`config.mk`:
```
export PLATFORM = sky130hd
export DESIGN_NAME = ber_autoalign
export DESIGN_NICKNAME = d
export VERILOG_FILES = /design/src/rtl/ber_autoalign.sv
export SDC_FILE = /design/constraint.sdc
export NUM_CORES = 1
export LEC_CHECK = 0
export ABC_AREA = 0
export BUFFER_PORTS_ARGS = -buffer_cell sky130_fd_sc_hd__buf_2
export CAP_MARGIN = 20
export CORE_UTILIZATION = 45
export CTS_CLUSTER_SIZE = 12
export DETAILED_ROUTE_END_ITERATION = 8
export PLACE_DENSITY = 0.66
export SLEW_MARGIN = 30
export SYNTH_ARGS = -nofsm -noshare
export SYNTH_HDL_FRONTEND = slang
export SYNTH_SLANG_ARGS = --single-unit
```
`constraint.sdc`:
```
create_clock -name clock -period 8.6 [get_ports clock]
set_clock_uncertainty 0.2 [all_clocks]
set_input_delay 0.86 -clock clock [delete_from_list [all_inputs] [get_ports clock]]
set_output_delay 0.86 -clock clock [all_outputs]
set_load 0.05 [all_outputs]
```
`src/rtl/ber_autoalign.sv`:
```
// rtl/ber_autoalign.sv - BER checker with automatic sample-phase and reference-delay alignment
module ber_autoalign #(
    parameter int NB_DATA   = 8,
    parameter int OS        = 4,
    parameter int NB_PHASE  = 2,
    parameter int MAX_DELAY = 15,
    parameter int NB_DELAY  = 4,
    parameter int N_EVAL_PH = 64,
    parameter int N_EVAL    = 32,
    parameter int NB_ACC    = 16,
    parameter int LOCK_THR  = 0,
    parameter int LOSS_THR  = 8,
    parameter int NB_COUNT  = 64
) (
    input  logic                       clock,
    input  logic                       i_reset,
    input  logic                       i_enable,
    input  logic signed [NB_DATA-1:0]  i_sample,
    input  logic                       i_valid,
    input  logic                       i_ref,
    output logic                       o_locked,
    output logic [1:0]                 o_state,
    output logic [NB_PHASE-1:0]        o_phase,
    output logic [NB_DELAY-1:0]        o_delay,
    output logic [NB_COUNT-1:0]        o_errors,
    output logic [NB_COUNT-1:0]        o_bits,
    output logic                       o_fail
);

    localparam int N_MAX   = (N_EVAL_PH > N_EVAL) ? N_EVAL_PH : N_EVAL;
    localparam int NB_TC   = $clog2(N_MAX);
    localparam int NB_WERR = $clog2(N_EVAL + 1);

    typedef enum logic [1:0] {S_IDLE = 2'd0, S_PHASE = 2'd1, S_DELAY = 2'd2, S_LOCK = 2'd3} state_t;

    state_t                     state_q, state_d;
    logic signed [NB_DATA-1:0]  line_q [OS];
    logic [MAX_DELAY-1:0]       hist_q;
    logic [MAX_DELAY:0]         hist_in;
    logic [NB_ACC-1:0]          acc_q [OS];
    logic [NB_ACC-1:0]          acc_d [OS];
    logic [NB_ACC-1:0]          acc_sum [OS];
    logic [NB_DATA-1:0]         abs_v [OS];
    logic [NB_PHASE-1:0]        best;
    logic [NB_TC-1:0]           cnt_q, cnt_d;
    logic [NB_WERR-1:0]         werr_q, werr_d, werr_sum;
    logic [NB_PHASE-1:0]        phase_q, phase_d;
    logic [NB_DELAY-1:0]        delay_q, delay_d;
    logic [NB_COUNT-1:0]        errors_q, errors_d, bits_q, bits_d;
    logic                       fail_q, fail_d;
    logic                       rx_bit, err_bit;

    // hist_in[k] is the reference from k strobes ago; index 0 is the live bit
    assign hist_in  = {hist_q, i_ref};
    assign rx_bit   = line_q[phase_q][NB_DATA-1];
    assign err_bit  = rx_bit ^ hist_in[delay_q];
    assign werr_sum = werr_q + NB_WERR'(err_bit);

    // Magnitude is unsigned so the most negative sample maps to 2^(NB_DATA-1)
    always_comb begin
        for (int p = 0; p < OS; p++) begin
            abs_v[p]   = line_q[p][NB_DATA-1] ? NB_DATA'(~line_q[p] + NB_DATA'(1)) : NB_DATA'(line_q[p]);
            acc_sum[p] = acc_q[p] + NB_ACC'(abs_v[p]);
        end
        best = '0;
        for (int p = 1; p < OS; p++) begin
            if (acc_sum[p] > acc_sum[best]) best = NB_PHASE'(p);
        end
    end

    always_comb begin
        state_d  = state_q;
        acc_d    = acc_q;
        cnt_d    = cnt_q;
        werr_d   = werr_q;
        phase_d  = phase_q;
        delay_d  = delay_q;
        errors_d = errors_q;
        bits_d   = bits_q;
        fail_d   = 1'b0;
        if (!i_enable) begin
            state_d = S_IDLE;
            for (int p = 0; p < OS; p++) acc_d[p] = '0;
            cnt_d  = '0;
            werr_d = '0;
        end else begin
            case (state_q)
                S_IDLE: state_d = S_PHASE;
                S_PHASE: if (i_valid) begin
                    acc_d = acc_sum;
                    cnt_d = cnt_q + NB_TC'(1);
                    if (cnt_q == NB_TC'(N_EVAL_PH - 1)) begin
                        phase_d = best;
                        for (int p = 0; p < OS; p++) acc_d[p] = '0;
                        cnt_d   = '0;
                        werr_d  = '0;
                        delay_d = '0;
                        state_d = S_DELAY;
                    end
                end
                S_DELAY: if (i_valid) begin
                    cnt_d  = cnt_q + NB_TC'(1);
                    werr_d = werr_sum;
                    if (cnt_q == NB_TC'(N_EVAL - 1)) begin
                        cnt_d  = '0;
                        werr_d = '0;
                        if (werr_sum <= NB_WERR'(LOCK_THR)) begin
                            state_d  = S_LOCK;
                            errors_d = '0;
                            bits_d   = '0;
                        end else if (delay_q < NB_DELAY'(MAX_DELAY)) begin
                            delay_d = delay_q + NB_DELAY'(1);
                        end else begin
                            fail_d  = 1'b1;
                            delay_d = '0;
                            state_d = S_PHASE;
                        end
                    end
                end
                S_LOCK: if (i_valid) begin
                    if (bits_q != '1) bits_d = bits_q + NB_COUNT'(1);
                    if (err_bit && errors_q != '1) errors_d = errors_q + NB_COUNT'(1);
                    cnt_d  = cnt_q + NB_TC'(1);
                    werr_d = werr_sum;
                    if (cnt_q == NB_TC'(N_EVAL - 1)) begin
                        cnt_d  = '0;
                        werr_d = '0;
                        if (werr_sum > NB_WERR'(LOSS_THR)) state_d = S_PHASE;
                    end
                end
                default: state_d = S_IDLE;
            endcase
        end
    end

    always_ff @(posedge clock) begin
        if (i_reset) begin
            state_q  <= S_IDLE;
            for (int p = 0; p < OS; p++) begin
                line_q[p] <= '0;
                acc_q[p]  <= '0;
            end
            hist_q   <= '0;
            cnt_q    <= '0;
            werr_q   <= '0;
            phase_q  <= '0;
            delay_q  <= '0;
            errors_q <= '0;
            bits_q   <= '0;
            fail_q   <= 1'b0;
        end else begin
            state_q   <= state_d;
            line_q[0] <= i_sample;
            for (int p = 1; p < OS; p++) line_q[p] <= line_q[p-1];
            if (i_valid) hist_q <= hist_in[MAX_DELAY-1:0];
            acc_q    <= acc_d;
            cnt_q    <= cnt_d;
            werr_q   <= werr_d;
            phase_q  <= phase_d;
            delay_q  <= delay_d;
            errors_q <= errors_d;
            bits_q   <= bits_d;
            fail_q   <= fail_d;
        end
    end

    assign o_locked = (state_q == S_LOCK);
    assign o_state  = state_q;
    assign o_phase  = phase_q;
    assign o_delay  = delay_q;
    assign o_errors = errors_q;
    assign o_bits   = bits_q;
    assign o_fail   = fail_q;

endmodule

```
# Word level (Yosys, flattened, before mapping)
# Memories as Yosys holds them, arrays and structs flattened. A register that Yosys moved wholly into a read port is not among the register bits.
# Index checks and enable logic that the tools add are counted.
# Widths: inputs -> output; s select.
# word_totals
elab_cells,149
inputBits,13
ram_bits,32
memories,1
register_bits,228
# mem_list
name,words,word_bits,rd,rd_clocked_by_memory_dff,write_ports,line,source
line_q,4,8,5,1,4,37,logic signed [NB_DATA-1:0] line_q [OS];
# op_classes
n_mux,62
bitwise_logic,15
order_cmp,9
n_addsub,13
n_eq_ne,20
reduce_logical,16
# ops
cell,count
$mux 64,8
$pmux 64 s2,2
$add 64x1->64 const B,2
$ne 64x64->1 const B,2
$add 16x8->16,4
$bmux 16 s2,2
$mux 16,4
$mux 8,8
$gt 16x16->1,3
$mux 6,8
$add 8x2->8 const B,4
$not 8->8,4
$mux 2,13
$mux 4,6
$pmux 6 s2,2
$reduce_and 7->1,3
$ne 2x2->1 const B,7
$ne 2x1->1 const B,5
$pmux 2 s4,1
$pmux 4 s2,1
$reduce_and 4->1,2
$reduce_and 8->1,1
$add 6x1->6,1
$add 6x1->6 const B,1
24 further kinds,41

# Longest topological paths before layout
# An unclocked memory read counts as a cell.
# depth
depth_word,21
mapped_depth,39
ltp_nobuf,36

# Worst setup path after synthesis
# Ideal clock, no wire load.
# synth_timing
path_type,flip-flop to flip-flop
startpoint,memory line_q[0][7]
endpoint,register with a tool-made name
arrival_time_ps,7741
setup_ps,143
path_slack_ps,516
stages_incl_launch_ff,36
period_less_slack_ps,8084
n_path_buf,4
path_cell_list,dfxtp_1 clkbuf_1 o31ai_1 xnor2_1 ha_1 a211oi_1 a21oi_1 o41ai_1 nor2_1 xor2_1 inv_1 ha_1 nand4_1 or4_1 o221ai_1 o21a_1 clkbuf_1 clkbuf_1 mux2i_1 inv_1 ha_1 nand3_1 nor2_1 nand2_1 nor3_1 nor2_1 inv_2 buf_1 o221ai_1 ha_1 a21o_1 a21o_1 a211oi_1 o21ai_0 a21oi_1 a211oi_1
# synth_rtl
element,line
from (decl),37

==> implementation parameters <==
Parameter                              Value

Place
  Post-detail-place hpwl ... 31000 um
  Number of port buffers ... 150
  Final Wtd Congestion ... 0.932
  Pre-CTS setup slack ... 0.461 ns
  Cell Count Post-Placement ... 2434

Worst setup path
  Reg-to-reg setup timing slack ... 0.51 ns
  Critical path buffer and inverter count ... 3
  Critical path class ... register to register
  Most numerous cell on the critical path ... ha_1
  Kind of end point of the critical path ... register
  Launch point of the worst reg-to-reg path ... line_q[1][0]
  Worst setup SP type ... register
  Worst path max stage delay ... 0.47 ns
  Slowest cell on the critical path ... or4_1
  Worst-path fanout max ... 10
  Crit path max-delay family ... compound AO/OA/AOI/OAI gates
  Signal arrival time at the worst endpoint ... 8.31 ns
  Critical Path RT ... 8.82 ns
  Worst reg-to-reg path cell count ... 33

Synthesis
  Number of synthesized flops with an enable pin ... 0
  Mean area per synthesized cell ... 8.25 um2
  Distinct cell type count of the synthesized netlist ... 80
  Count of mapped cells out of synthesis ... 1894
  Synth top area share ... 33.5%
  Portion of the post-synthesis area used by sequential elements ... 33.5%
  Top cells by area in the synthesized netlist ... dfxtp_1, ha_1, xnor2_1, nor2_1, nand2_1
  Synthesis warning total ... 0
  Cell accounting for the most synthesized area ... dfxtp_1
  Register bit total from synthesis ... 262
  Share of async-settable or async-resettable flops after synthesis ... 0%
  Primary flip-flop cell chosen by synthesis mapping ... dfxtp_1
  Cell Area, Synth ... 15600 um2
  Net Count, Synth ... 2009

Floorplanning
  DIE HEIGHT ... 188 um
  Initial core utilization ... 46.2%
  IO Pins ... 151
  Placement row count ... 67
  DIE AREA ... 35500 um2
  Total core area ... 33900 um2
  Die width ... 188 um

Power and ir drop
  Internal ... 2190 uW
  Clock network power share ... 47.6%
  Combinational share of power ... 10.5%
  Sequential share of power ... 41.9%
  Sw power ... 740 uW
  Leakage component of the power ... 0.00704 uW
  IR Drop Worst-Case VDD ... 0.168 mV
  Pwr/cell area ... 163 nW/um2
  Switching power as a share of total power ... 25.2%

Drt
  Number of DRC violations after detailed routing ... 0
  DR pass1 iterations ... 6
  Average wire per standard cell ... 17.4 um
  Average via count per standard cell ... 5.92
  Residual antenna-violating net count after detailed routing ... 0
  Total number of vias ... 14800
  DRC violation total after the first TritonRoute iteration ... 1020
  Total wire length after detailed routing ... 43400 um

STA
  RSZ-0062 raised after global routing ... no
  Number of pins exceeding their max-slew limit in the final report ... 0
  Final Hold Violating Endpoints ... 0
  Setup WS post-layout ... 0.509 ns
  Post-route setup TNS ... 0 ns
  F_max ... 0.124 GHz
  Setup violation total in the final timing report ... 0
  Worst slew margin ... 39.6%
  Slew @ Worst Pin ... 0.903 ns
  Fin crit share ... 94.1%
  Final critical-path required period ... 8.09 ns

Clocking
  Number of sinks on the clock net ... 262
  Cell chosen for the clock root ... clkbuf_16
  Total number of H-tree levels ... 1
  Clock Tree Buf Depth ... 3
  Clock latency at the later pin of the worst-skew pair ... 0.59 ns
  Hold buffer count at cts ... 0
  Clock transition at the register clock pins on the worst setup and hold paths after CTS ... 0.06 ns
  CTS tree ... done
  Num CTS Buffers ... 31

Hold path
  Worst hold path type ... register to register
  Critical hold path startpoint ... acc_q[18]
  Hold-critical path depth ... 2
  End point of the most critical hold path ... acc_q[18]

Outcome
  Status ... completed

Global route
  Grt total ovfl ... 0
  First-pass GRT wire length ... 70700 um
  Via count of the first global-routing pass ... 13900
  Initial antenna violation count ... 0
  Overall global routing resource usage ... 23.8%
  Largest net degree at the start of global routing ... 60

Cells and area
  Final cell utilization of the core ... 53.0%
  Synth-to-layout area growth ... 14.9%
  Number of nets in the finished design ... 2134
  Antenna Diode Count ... 0
  Layout Cells excl Fill ... 2491
  Filler instances ... 3221
  Share of layout cells above drive strength 1 ... 13.2%

Run
  Number of maximum-capacitance constraint violations ... 0
cell usage in the layout, fill, tap and decap left out, types with 10 or more instances in the layout:
master	count
dfxtp_1	262
nor2_1	179
nand2_1	155
buf_2	150
ha_1	98
xnor2_1	93
a21oi_1	92
nand3_1	73
inv_1	71
nor3_1	71
nand4_1	63
o31ai_1	59
mux2i_1	40
o21ai_0	38
nor2b_1	34
and3_1	33
a22oi_1	33
o211ai_1	31
clkbuf_16	31
o21ai_1	30
a21o_1	29
or4_1	28
buf_4	28
xor2_1	27
or3_1	24
a31oi_1	23
nor4_1	20
and4_1	17
and2_1	16
nand2b_1	14
o41ai_1	13
clkbuf_8	12
a211oi_1	10
a22o_1	10
tightest hold or removal path, cell delays in order (launching register included):
cell,delay [ns]
dfxtp_1,0.31
nand2_1,0.05
a21oi_1,0.05
power groups by stage:
stage	Combinational (uW)	Clock (uW)	Sequential, uW
2_1_floorplan	227	0	1250
3_3_place_gp	297	0	1260
3_5_place_dp	303	0	1260
4_1_cts	304	1430	1230
5_1_grt	341	1480	1230
6_report	309	1400	1230
registers in the layout, summed over array words and instances, names as in the netlist, named ones only:
signal	flops
o_delay	4
o_phase	2
hist_q	15
werr_q	6
line_q	32
o_errors	64
cnt_q	6
acc_q	64
o_state	2
o_fail	1
o_bits	64
metal layers:
metal	track usage, %	routed length [um]	vias up
met5	0	0	-
met4	5.65	845	0
met3	4.06	2470	65
met2	40.0	20100	381
met1	31.8	20000	7060
li1	-	-	7246
per-stage QoR:
stage / instance area, um2 / total power, uW / hold WS, ns
3_5_place_dp: 16900 / 1560 / 0.250
4_1_cts: 18000 / 2960 / 0.255
3_3_place_gp: 16800 / 1550 / 0.245
6_report: 18000 / 2930 / 0.258
2_1_floorplan: 15600 / 1480 / 0.236
5_1_grt: 18000 / 3050 / 0.271
cells by family after synthesis:
family	after synthesis	synth area share [%]
mux	53	3.71
xor+xnor	120	6.72
fa+ha+maj	102	8.36
simple gates	776	25.7
compound gates	422	18.1
buf+inv	159	3.90
flops	262	33.5
synthesized netlist by cell type, drive strengths merged, types with 28 or more instances:
cell type,n
a21o,29
a21oi,92
a22oi,33
and3,33
clkbuf,75
dfxtp,262
ha,98
inv,73
mux2i,40
nand2,156
nand3,74
nand4,65
nor2,183
nor2b,34
nor3,72
o211ai,31
o21ai,69
o31ai,59
or4,28
xnor2,93
worst max-delay path by stage:
| stage | cells past startpoint | slack [ns] | endpoint | start |
|---|---|---|---|---|
| 5_1_grt | 35 | 0.03 | register | line_q[0][0] |
| 3_5_place_dp | 34 | 0.46 | register | line_q[1][0] |
| 6_report | 33 | 0.51 | register | line_q[1][0] |
| 3_3_place_gp | 34 | 0.58 | register | line_q[1][0] |
| 2_1_floorplan | 35 | 0.52 | register | line_q[0][7] |
| 4_1_cts | 34 | 0.42 | register | line_q[1][0] |
area by class of cell:
class / count / area, um2 / area share (%)
repair buffers: 178 / 961 / 5.35
clock buffers: 47 / 956 / 5.32
well taps: 448 / 561 / 3.12
flip-flops and latches: 262 / 5250 / 29.2
clock inverters: 10 / 145 / 0.808
inverters: 73 / 277 / 1.54
multi-input cells: 1473 / 9820 / 54.7
timing repair:
item | CTS | global route
buffers inserted | 0 | 0
gates resized for setup | 0 | 4
setup endpoints to repair | 0 | 4
Power figures use the tool's default switching activity.
